**src/rtl/serial_adder.sv**
```systemverilog
// serial_adder: bit-serial ripple adder, one full-adder cell plus a carry flip-flop, LSB first.
// Ports:
//   clk    - rising-edge clock
//   rst_n  - asynchronous active-low reset
//   start  - request, sampled only in IDLE
//   a, b   - WIDTH-bit operands, captured on the accepted start cycle
//   cin    - carry-in, captured on the accepted start cycle
//   busy   - high while the SHIFT phase runs (WIDTH cycles)
//   done   - one-cycle pulse, sum/cout valid from this cycle on
//   sum    - a+b+cin modulo 2^WIDTH, held until the next DONE or reset
//   cout   - carry out of bit WIDTH-1, held like sum
module serial_adder #(
    parameter int WIDTH = 8
) (
    input  logic             clk,
    input  logic             rst_n,
    input  logic             start,
    input  logic [WIDTH-1:0] a,
    input  logic [WIDTH-1:0] b,
    input  logic             cin,
    output logic             busy,
    output logic             done,
    output logic [WIDTH-1:0] sum,
    output logic             cout
);
    localparam int CW = $clog2(WIDTH);

    typedef enum logic [1:0] {S_IDLE, S_SHIFT, S_DONE} state_t;

    state_t           r_state;
    state_t           w_next;
    logic [WIDTH-1:0] r_a;
    logic [WIDTH-1:0] r_b;
    logic [WIDTH-2:0] r_res;
    logic [WIDTH-1:0] r_sum;
    logic             r_c;
    logic             r_cout;
    logic [CW-1:0]    r_cnt;
    logic             w_s;
    logic             w_c;
    logic             w_last;

    assign w_s    = r_a[0] ^ r_b[0] ^ r_c;
    assign w_c    = (r_a[0] & r_b[0]) | (r_c & (r_a[0] ^ r_b[0]));
    assign w_last = r_cnt == CW'(WIDTH - 1);
    assign sum    = r_sum;
    assign cout   = r_cout;

    always_comb begin
        w_next = r_state;
        busy   = 1'b0;
        done   = 1'b0;
        unique case (r_state)
            S_IDLE:  w_next = start ? S_SHIFT : S_IDLE;
            S_SHIFT: begin
                busy   = 1'b1;
                w_next = w_last ? S_DONE : S_SHIFT;
            end
            S_DONE: begin
                done   = 1'b1;
                w_next = S_IDLE;
            end
            default: w_next = S_IDLE;
        endcase
    end

    // r_res holds only the WIDTH-1 bits produced before the last edge; the
    // final bit goes straight into r_sum so the published result updates
    // exactly on the edge that enters DONE.
    always_ff @(posedge clk or negedge rst_n) begin
        if (!rst_n) begin
            r_state <= S_IDLE;
            r_a     <= '0;
            r_b     <= '0;
            r_res   <= '0;
            r_sum   <= '0;
            r_c     <= 1'b0;
            r_cout  <= 1'b0;
            r_cnt   <= '0;
        end else begin
            r_state <= w_next;
            if (r_state == S_IDLE && start) begin
                r_a   <= a;
                r_b   <= b;
                r_c   <= cin;
                r_cnt <= '0;
            end else if (r_state == S_SHIFT) begin
                r_a   <= r_a >> 1;
                r_b   <= r_b >> 1;
                r_c   <= w_c;
                r_res <= (WIDTH-1)'({w_s, r_res} >> 1);
                r_cnt <= r_cnt + 1'b1;
                if (w_last) begin
                    r_sum  <= {w_s, r_res};
                    r_cout <= w_c;
                end
            end
        end
    end
endmodule

```
**config.mk**
```make
export PLATFORM = sky130hd
export DESIGN_NAME = serial_adder
export DESIGN_NICKNAME = d
export VERILOG_FILES = /design/src/rtl/serial_adder.sv
export SDC_FILE = /design/constraint.sdc
export NUM_CORES = 1
export LEC_CHECK = 0
export BUFFER_PORTS_ARGS = -buffer_cell sky130_fd_sc_hd__buf_2
export CELL_PAD_IN_SITES_DETAIL_PLACEMENT = 1
export CELL_PAD_IN_SITES_GLOBAL_PLACEMENT = 1
export CORE_MARGIN = 2
export CORE_UTILIZATION = 47
export DETAILED_ROUTE_END_ITERATION = 6
export PLACE_DENSITY_LB_ADDON = 0.3
export SETUP_SLACK_MARGIN = 0.4
export SLEW_MARGIN = 15
export SYNTH_ARGS = -nofsm -noshare
export SYNTH_HDL_FRONTEND = slang
export SYNTH_SLANG_ARGS = --single-unit
export TNS_END_PERCENT = 50
```
**constraint.sdc**
```tcl
create_clock -name clk -period 2.86 [get_ports clk]
set_input_delay 0.429 -clock clk [delete_from_list [all_inputs] [get_ports clk]]
set_output_delay 0.429 -clock clk [all_outputs]
set_load 0.05 [all_outputs]
```
==> impl_metrics.tcl <==
set metrics [dict create \
    avgRoutedWirePerCell_um 17.9 \
    worst_slack_ps 641 \
    power_mw 2.43 \
    cts_root_buffer "clkbuf_8" \
    powerDensity_nw_per_um2 1200 \
    grt_first_pass_wirelength_mm 6.49 \
    finalHoldViolCount 0 \
    yosys_warnings 0 \
    htreeDepth 2 \
    final_common_cell "dfrtp_1" \
    design_area_um2 2030 \
    hp-class "input port to asynchronous set/reset pin" \
    vias_per_cell 5.62 \
    fin_crit_ps 2220 \
    critPathMaxFanout 21 \
    synth-seq-area-share_pct 54.6 \
    peakVddDrop_v 0.000595 \
    start_util_pct 48.3 \
    die_area_um2 4210 \
    dr.pass1.iters 5 \
    max_freq_mhz 451 \
    die_h_um 64.9 \
    required_ps 2430 \
    worstPathArrival_ps 1790 \
    numCtsBuffers 5 \
    drive_above_1_share_pct 39.5 \
    final_cell_mix "38 x dfrtp_1, 30 x buf_2, 16 x mux2_2" \
    syn_nets 159 \
    ys_types 25 \
    grt_max_degree 39 \
    skew_ps 8.85 \
    antenna_cells 0 \
    avgSynthCellArea_um2 12.8 \
    status "complete, no violations" \
    synthTopCellsByArea "dfrtp_1 55%, mux2_2 10%, nor4b_1 5.0%" \
    max-slew-margin-rel_pct 43.4 \
    grt.total_usage_pct 21.0 \
    netlist_area_um2 1740 \
    core_um2 3610 \
    maxSlewViolCount 0 \
    vias 1209 \
    clock_sinks 38 \
    yosys.area.top_type "dfrtp_1" \
    rsz0062_at_grt "false" \
    grt_remaining_overflow 0 \
    fin_nets 189 \
    synthCells 136 \
    critPathLaunchType "flip-flop" \
    place_area_um2 1930 \
    post_cts_buffers 0 \
    pin_count 31 \
    worstSkewPairLatency_ps 300 \
    worstSetupPathType "flip-flop to output pin" \
    antenna_found_initial 0 \
    dp_hpwl_mm 2.61 \
    fp.dieW_um 64.9 \
    io_buffer_count 30 \
    ys_ff_latch 38 \
    dr.first_iter.drc_count 79 \
    drc 0 \
    cts-resized-gates 0 \
    first_global_vias 1302 \
    dpl_worst_slack_ps 991 \
    synth_top_area_share_pct 54.6 \
    cp-end-kind "output pin" \
    drt_wl_total_mm 3.84 \
    p_leak_nw 0.924 \
    routabilityCongestion 0.702 \
    tns_ps 0 \
    tightest_slew_ps 849 \
    rows 22 \
    setup_violations 0 \
    maxCapViolations 0 \
    clkTransAtPathRegs_ps 80 \
    fin_crit_sh_pct 77.6 \
    cts_hold_buf 0 \
    clock_path_buffers 2 \
    area_growth_syn_to_layout_pct 16.3 \
    cts_tree "yes" \
    ant_nets 0 \
]
-- state kept, by name, indices dropped and copies added (netlist names) --
| signal | flops |
|---|---|
| r_res | 7 |
| r_b | 8 |
| r_c | 1 |
| sum | 8 |
| cout | 1 |
| r_state | 2 |
| r_a | 8 |
| r_cnt | 3 |
-- layout make-up --
type | instances | area [µm²]
well taps | 48 | 60.1
fillers | 395 | 1580
inverters | 12 | 45.0
clock inverters | 2 | 12.5
clock buffers | 6 | 82.6
multi-input cells | 75 | 696
repair buffers | 34 | 180
flip-flops and latches | 38 | 951
-- logic make-up (layout without fill, tap and decap cells) --
logic type	count (synthesis)	after routing	share of synthesized area (%)
AOI/OAI and AO/OA	22	22	10.8
muxes	17	17	10.9
and+or+nand+nor	33	33	15.7
buffers and inverters	23	54	5.53
adders and majority gates	3	3	2.58
DFF	38	38	54.6
-- synth_stat cells --
| cell type | n |
|---|---|
| nor3b_1 | 11 |
| o221a_2 | 5 |
| nand2b_1 | 3 |
| dfrtp_1 | 38 |
| mux2i_1 | 1 |
| o21bai_1 | 1 |
| nand3b_1 | 1 |
| ha_1 | 2 |
| nor4b_1 | 10 |
| nor4bb_1 | 2 |
| a22o_1 | 2 |
| fa_1 | 1 |
| o21ba_2 | 1 |
| a21oi_1 | 1 |
| clkbuf_1 | 2 |
| a21o_1 | 1 |
| a211o_1 | 1 |
| a211oi_1 | 10 |
| inv_1 | 12 |
| or4b_1 | 3 |
| nor2b_1 | 1 |
| or4b_2 | 2 |
| mux2_2 | 16 |
| buf_2 | 8 |
| buf_1 | 1 |
-- stage by stage --
stage	hold slack, ps	instances	util [%]
after floorplan	133	136	-
after global placement	471	207	53.6
after detailed placement	474	207	53.6
after CTS	256	215	56.2
after global routing	284	215	56.2
final	229	215	56.2
-- where the power goes --
part	leakage [nW]	internal [mW]	switching [mW]
sequential	0.446	0.798	0.189
combinational	0.432	0.448	0.604
clock	0.0472	0.194	0.197
total	0.924	1.44	0.990
-- critical path: stages (launching register included) --
cell and delay, ps:
dfrtp_1 760, buf_4 310, nor2b_1 140, buf_2 270
-- final timing paths --
| path | from | to | slack (ps) | cells after the start |
|---|---|---|---|---|
| worst min-delay path | rst_n | sum[1]$_DFFE_PN0P_ | 230 | 1 |
| min in group clk | a[6] | r_a[6]$_DFFE_PN0P_ | 480 | 3 |
| worst max register to register | r_state[1]$_DFF_PN0_ | sum[0]$_DFFE_PN0P_ | 1100 | 2 |
| max in group asynchronous | rst_n | r_b[4]$_DFFE_PN0P_ | 2090 | 1 |
| worst min register to register | r_b[7]$_DFFE_PN0P_ | r_b[7]$_DFFE_PN0P_ | 490 | 1 |
| worst max-delay path | r_state[1]$_DFF_PN0_ | done | 640 | 3 |
-- routing by layer --
layer | GRT usage [%] | share of wire (%) | vias up
met4 | 7.98 | 1.8 | 0
met1 | 28.0 | 47 | 617
met5 | 0 | 0 | -
met3 | 6.25 | 3.8 | 6
li1 | - | - | 563
met2 | 32.3 | 47 | 23
Power figures use the tool's default switching activity.
